===== config.mk =====
export PLATFORM = sky130hd
export DESIGN_NAME = serial_add_stage
export DESIGN_NICKNAME = d
export VERILOG_FILES = /design/src/rtl/serial_add_pkg.sv /design/src/rtl/serial_add_stage_fa_cell.sv /design/src/rtl/serial_add_stage.sv
export SDC_FILE = /design/constraint.sdc
export NUM_CORES = 1
export LEC_CHECK = 0
export BUFFER_PORTS_ARGS = -buffer_cell sky130_fd_sc_hd__clkbuf_2
export CAP_MARGIN = 20
export CORE_ASPECT_RATIO = 1.2
export CORE_MARGIN = 1
export CORE_UTILIZATION = 52
export DETAILED_ROUTE_END_ITERATION = 8
export PLACE_DENSITY = 0.78
export SYNTH_ARGS = -nofsm -noshare
export SYNTH_HDL_FRONTEND = slang
export SYNTH_SLANG_ARGS = --single-unit

===== constraint.sdc =====
create_clock -name clk -period 1.5 [get_ports clk]
set_input_delay 0.3 -clock clk [delete_from_list [all_inputs] [get_ports clk]]
set_output_delay 0.3 -clock clk [all_outputs]
set_load 0.02 [all_outputs]

===== src/rtl/serial_add_pkg.sv =====
// serial_add_pkg: shared types and constants for the bit-serial adder stage.
//   state_t       - FSM encoding (IDLE, SHIFT, DONE)
//   DEFAULT_WIDTH - default operand/sum width
package serial_add_pkg;

   localparam int DEFAULT_WIDTH = 8;

   typedef enum logic [1:0] {
      IDLE  = 2'd0,
      SHIFT = 2'd1,
      DONE  = 2'd2
   } state_t;

endpackage


===== src/rtl/serial_add_stage_fa_cell.sv =====
// fa_cell: combinational one-bit full adder used by the serial datapath.
// Ports:
//   a, b, ci : addend bits and carry-in
//   s, co    : sum bit and carry-out (majority of the inputs)
module fa_cell (
   input  logic a,
   input  logic b,
   input  logic ci,
   output logic s,
   output logic co
);

   assign s  = a ^ b ^ ci;
   assign co = (a & b) | (a & ci) | (b & ci);

endmodule


===== src/rtl/serial_add_stage.sv =====
// serial_add_stage: bit-serial adder. Operands are accepted over valid/ready,
// rippled LSB-first through a single full-adder cell with a registered carry
// (one bit per enabled clock), and the WIDTH-bit sum plus carry-out are
// presented downstream over valid/ready.
//
// Ports:
//   clk, rst_n          : clock, synchronous active-low reset (overrides ena)
//   ena                 : tile enable; low freezes every register
//   in_valid, in_ready  : operand handshake (a, b, cin)
//   out_valid, out_ready: result handshake (sum, cout)
//   busy                : high while bits are being shifted
//   ovf                 : signed overflow, present only with SERIAL_ADD_OVF_EN
//
// Optional feature macro: SERIAL_ADD_OVF_EN adds the ovf output.
module serial_add_stage
   import serial_add_pkg::*;
#(
   parameter int WIDTH = DEFAULT_WIDTH
) (
   input  logic             clk,
   input  logic             rst_n,
   input  logic             ena,
   input  logic             in_valid,
   output logic             in_ready,
   input  logic [WIDTH-1:0] a,
   input  logic [WIDTH-1:0] b,
   input  logic             cin,
   output logic             out_valid,
   input  logic             out_ready,
   output logic [WIDTH-1:0] sum,
   output logic             cout,
`ifdef SERIAL_ADD_OVF_EN
   output logic             ovf,
`endif
   output logic             busy
);

   localparam int CNT_W = $clog2(WIDTH + 1);

   state_t             state, state_n;
   logic [WIDTH-1:0]   sa, sb, res;
   logic               carry;
   logic [CNT_W-1:0]   cnt;
   logic               bit_s, bit_co;
   logic               last;

   fa_cell u_fa (
      .a  (sa[0]),
      .b  (sb[0]),
      .ci (carry),
      .s  (bit_s),
      .co (bit_co)
   );

   // Final bit is being processed this cycle.
   assign last = (cnt == CNT_W'(WIDTH - 1));

   always_comb begin
      state_n = state;
      case (state)
         IDLE:    if (in_valid)  state_n = SHIFT;
         SHIFT:   if (last)      state_n = DONE;
         DONE:    if (out_ready) state_n = IDLE;
         default:                state_n = IDLE;
      endcase
   end

`ifdef SERIAL_ADD_OVF_EN
   logic ovf_q;
`endif

   always_ff @(posedge clk) begin
      if (!rst_n) begin
         state <= IDLE;
         sa    <= '0;
         sb    <= '0;
         res   <= '0;
         carry <= 1'b0;
         cnt   <= '0;
`ifdef SERIAL_ADD_OVF_EN
         ovf_q <= 1'b0;
`endif
      end else if (ena) begin
         state <= state_n;
         case (state)
            IDLE: if (in_valid) begin
               sa    <= a;
               sb    <= b;
               carry <= cin;
               res   <= '0;
               cnt   <= '0;
`ifdef SERIAL_ADD_OVF_EN
               ovf_q <= 1'b0;
`endif
            end
            SHIFT: begin
               // Sum bits enter at the MSB so after WIDTH shifts bit 0 is the LSB.
               res   <= {bit_s, res[WIDTH-1:1]};
               carry <= bit_co;
               sa    <= sa >> 1;
               sb    <= sb >> 1;
               cnt   <= cnt + CNT_W'(1);
`ifdef SERIAL_ADD_OVF_EN
               // Carry into the MSB vs carry out of the MSB.
               if (last) ovf_q <= carry ^ bit_co;
`endif
            end
            default: ;
         endcase
      end
   end

   assign in_ready  = (state == IDLE);
   assign out_valid = (state == DONE);
   assign busy      = (state == SHIFT);
   assign sum       = res;
   assign cout      = carry;
`ifdef SERIAL_ADD_OVF_EN
   assign ovf       = ovf_q;
`endif

endmodule

==> impl_metrics.json <==
{
  "drtPass1Iterations": 4,
  "tightest_slew_ps": 316,
  "fp.coreArea_um2": 2580,
  "gp_congestion": 0.775,
  "synthTopCellsByArea": "dfxtp_1 (43%), mux2i_1 (9.8%), a21oi_1 (9.4%), a211oi_1 (7.3%), o21ai_0 (4.9%)",
  "drt_wl_total_um": 3280,
  "fmax_ghz": 0.701,
  "synth.net_count": 184,
  "synthCells": 160,
  "hold_start": "rst_n",
  "drt-wirelength-per-cell_um": 14.1,
  "yosysMostFrequentCell": "dfxtp_1",
  "dieWidth_um": 49.9,
  "synth_common_cells": "dfxtp_1 (31), a21oi_1 (27), a211oi_1 (14), mux2i_1 (14), o21ai_0 (14)",
  "crit_path_start_kind": "flip-flop",
  "initial_core_util": 0.556,
  "netSwitchingFraction": 0.275,
  "overflow": 0,
  "p_int_w": 0.00128,
  "fp.dieArea_um2": 2970,
  "hpwlAfterDp_um": 2370,
  "cts.clk_slew.worst_paths_ps": 90,
  "syn_area_per_cell_um2": 8.96,
  "p_seq_frac": 0.507,
  "drive_above_1_share": 0.307,
  "yosys.area.top_type": "dfxtp_1",
  "finalHoldViolations": 0,
  "fin_area_um2": 1740,
  "irDropWorstVdd_mv": 0.845,
  "drv_slew": 0,
  "ant_nets": 0,
  "clock_latency_ps": 330,
  "finalSetupViolCount": 0,
  "clock_path_buffers": 2,
  "avgViaCountPerCell": 5.62,
  "grt_pass1_wl_um": 5590,
  "crit_path_end_kind": "output port",
  "worstSetupStartpoint": "state[0]",
  "r2r_slack_ps": 160,
  "drcViolationCount": 0,
  "critPathArrivalTime_ps": 1130,
  "synth_edf_count": 0,
  "slew_headroom": 0.789,
  "synth_top_area_frac": 0.433,
  "num_io_pins": 34,
  "async_flop_share": 0,
  "antenna_found_initial": 0,
  "powerDensity_nw_per_um2": 1010,
  "ys_ff_latch": 31,
  "p_switching_w": 0.000485,
  "power_w": 0.00177,
  "row_count": 20,
  "rr_endpoint": "sa[2]",
  "die_y_um": 59.5,
  "r2r_start": "state[0]",
  "drt-initial-drc-count": 13,
  "whs_ps": 227,
  "io_buffers": 33,
  "final_util": 0.676,
  "hold-path-endpoint": "state[0]",
  "netlist_area_um2": 1430,
  "yosysSeqAreaShare": 0.433,
  "path_max_fanout": 7,
  "rsz0062_at_grt": "false",
  "fin_crit_sh": 0.952,
  "r2r_cells": 4,
  "fin_crit_ps": 1430,
  "via_count": 1303,
  "area_growth_syn_to_layout_pct": 21.6,
  "cts_tree": "yes",
  "clockRootBuffer": "clkbuf_4",
  "required_ps": 1200,
  "critPathKind": "reg -> out",
  "ys.flop_type": "dfxtp_1",
  "synth_warnings": 0,
  "finalClockSkew_ps": 6.86,
  "clkPwrFrac": 0.320,
  "leakage_nw": 0.774,
  "outcome": "complete, no violations",
  "grt_pass1_vias": 1279,
  "p_comb_frac": 0.173,
  "min_path_type": "in -> reg",
  "cts_sinks": 31,
  "postCtsHoldBufs": 0,
  "grt_max_degree": 16,
  "drv_cap": 0,
  "place_area_um2": 1650,
  "cts_buffers": 5,
  "pre_cts_slack_ps": 184,
  "track_usage": 0.252,
  "nNetsFinal": 222,
  "htreeDepth": 2,
  "worst_slack_ps": 72.7,
  "synthDistinctLibCells": 33,
  "hold_path_depth": 2,
  "antenna_cells": 0
}
-- sequential cells by signal (all words and copies together), names as in the netlist --
register and count:
sa 8, cnt 4, sum 8, cout 1, sb 8, state 2
-- metal layers --
metal  track usage  up-vias  part of all wire
li1              -      651                 -
met1         0.284      616              0.44
met2         0.438       32              0.50
met3        0.0872        4             0.050
met4        0.0980        0            0.0094
met5             0        -                 0
-- critical path, cell delays in order (launching register included) --
cell and delay (ps):
dfxtp_4 370, buf_4 140, nand2b_4 90, inv_1 50, clkbuf_2 150
-- power groups by stage --
stage / combinational, W / clock, W / sequential [W]
CTS: 0.000301 / 0.000581 / 0.000895
detailed placement: 0.000297 / 0 / 0.000912
finish: 0.000306 / 0.000565 / 0.000896
global placement: 0.000288 / 0 / 0.000909
global route: 0.000337 / 0.000620 / 0.000901
floorplan: 0.000205 / 0 / 0.000910
-- worst max path at each step --
| stage | end | slack [ps] | depth (start not counted) |
|---|---|---|---|
| floorplan | cout | 150 | 4 |
| global placement | sb[6] | 230 | 5 |
| detailed placement | cout | 180 | 4 |
| CTS | out_valid | -10 | 3 |
| global route | busy | 5 | 4 |
| finish | busy | 70 | 4 |
-- through the flow --
| stage | std cells | setup TNS, ps |
|---|---|---|
| 6_report | 232 | 0 |
| 5_1_grt | 232 | 0 |
| 4_1_cts | 231 | -14.6 |
| 3_5_place_dp | 223 | 0 |
| 3_3_place_gp | 223 | 0 |
| 2_1_floorplan | 160 | 0 |
-- cell usage in the layout (no fill, tap or decap), drive strengths merged, types with 2 or more instances in the layout --
cell	netlist	routed
dfxtp	31	31
nand3	2	2
and3b	2	2
buf	8	12
nand2	9	9
nor2b	3	3
a21oi	27	27
nor2	6	6
clkbuf	5	39
o21ai	14	14
a211oi	14	14
nand2b	4	4
nand4	2	2
mux2i	14	14
inv	6	6
-- layout make-up --
type / count / area, um^2
clock buffers: 7 / 65.1
multi-input cells: 110 / 718
fillers: 215 / 835
repair buffers: 44 / 263
inverters: 6 / 22.5
well taps: 33 / 41.3
flip-flops and latches: 31 / 626
clock inverters: 1 / 7.51
-- cells by family (layout without fill, tap and decap cells) --
group / count (synthesis) / after routing / synth area share
compound gates: 61 / 61 / 0.251
simple gates: 33 / 33 / 0.124
flops: 31 / 31 / 0.433
buf+inv: 19 / 58 / 0.0715
mux: 14 / 14 / 0.0977
fa+ha+maj: 2 / 2 / 0.0227
-- repair_timing --
item,4_1_cts,5_1_grt
buffers inserted,0,2
resized for setup,3,4
endpoints found under the setup margin,2,2
No activity file was read; power rests on OpenSTA's default activity.
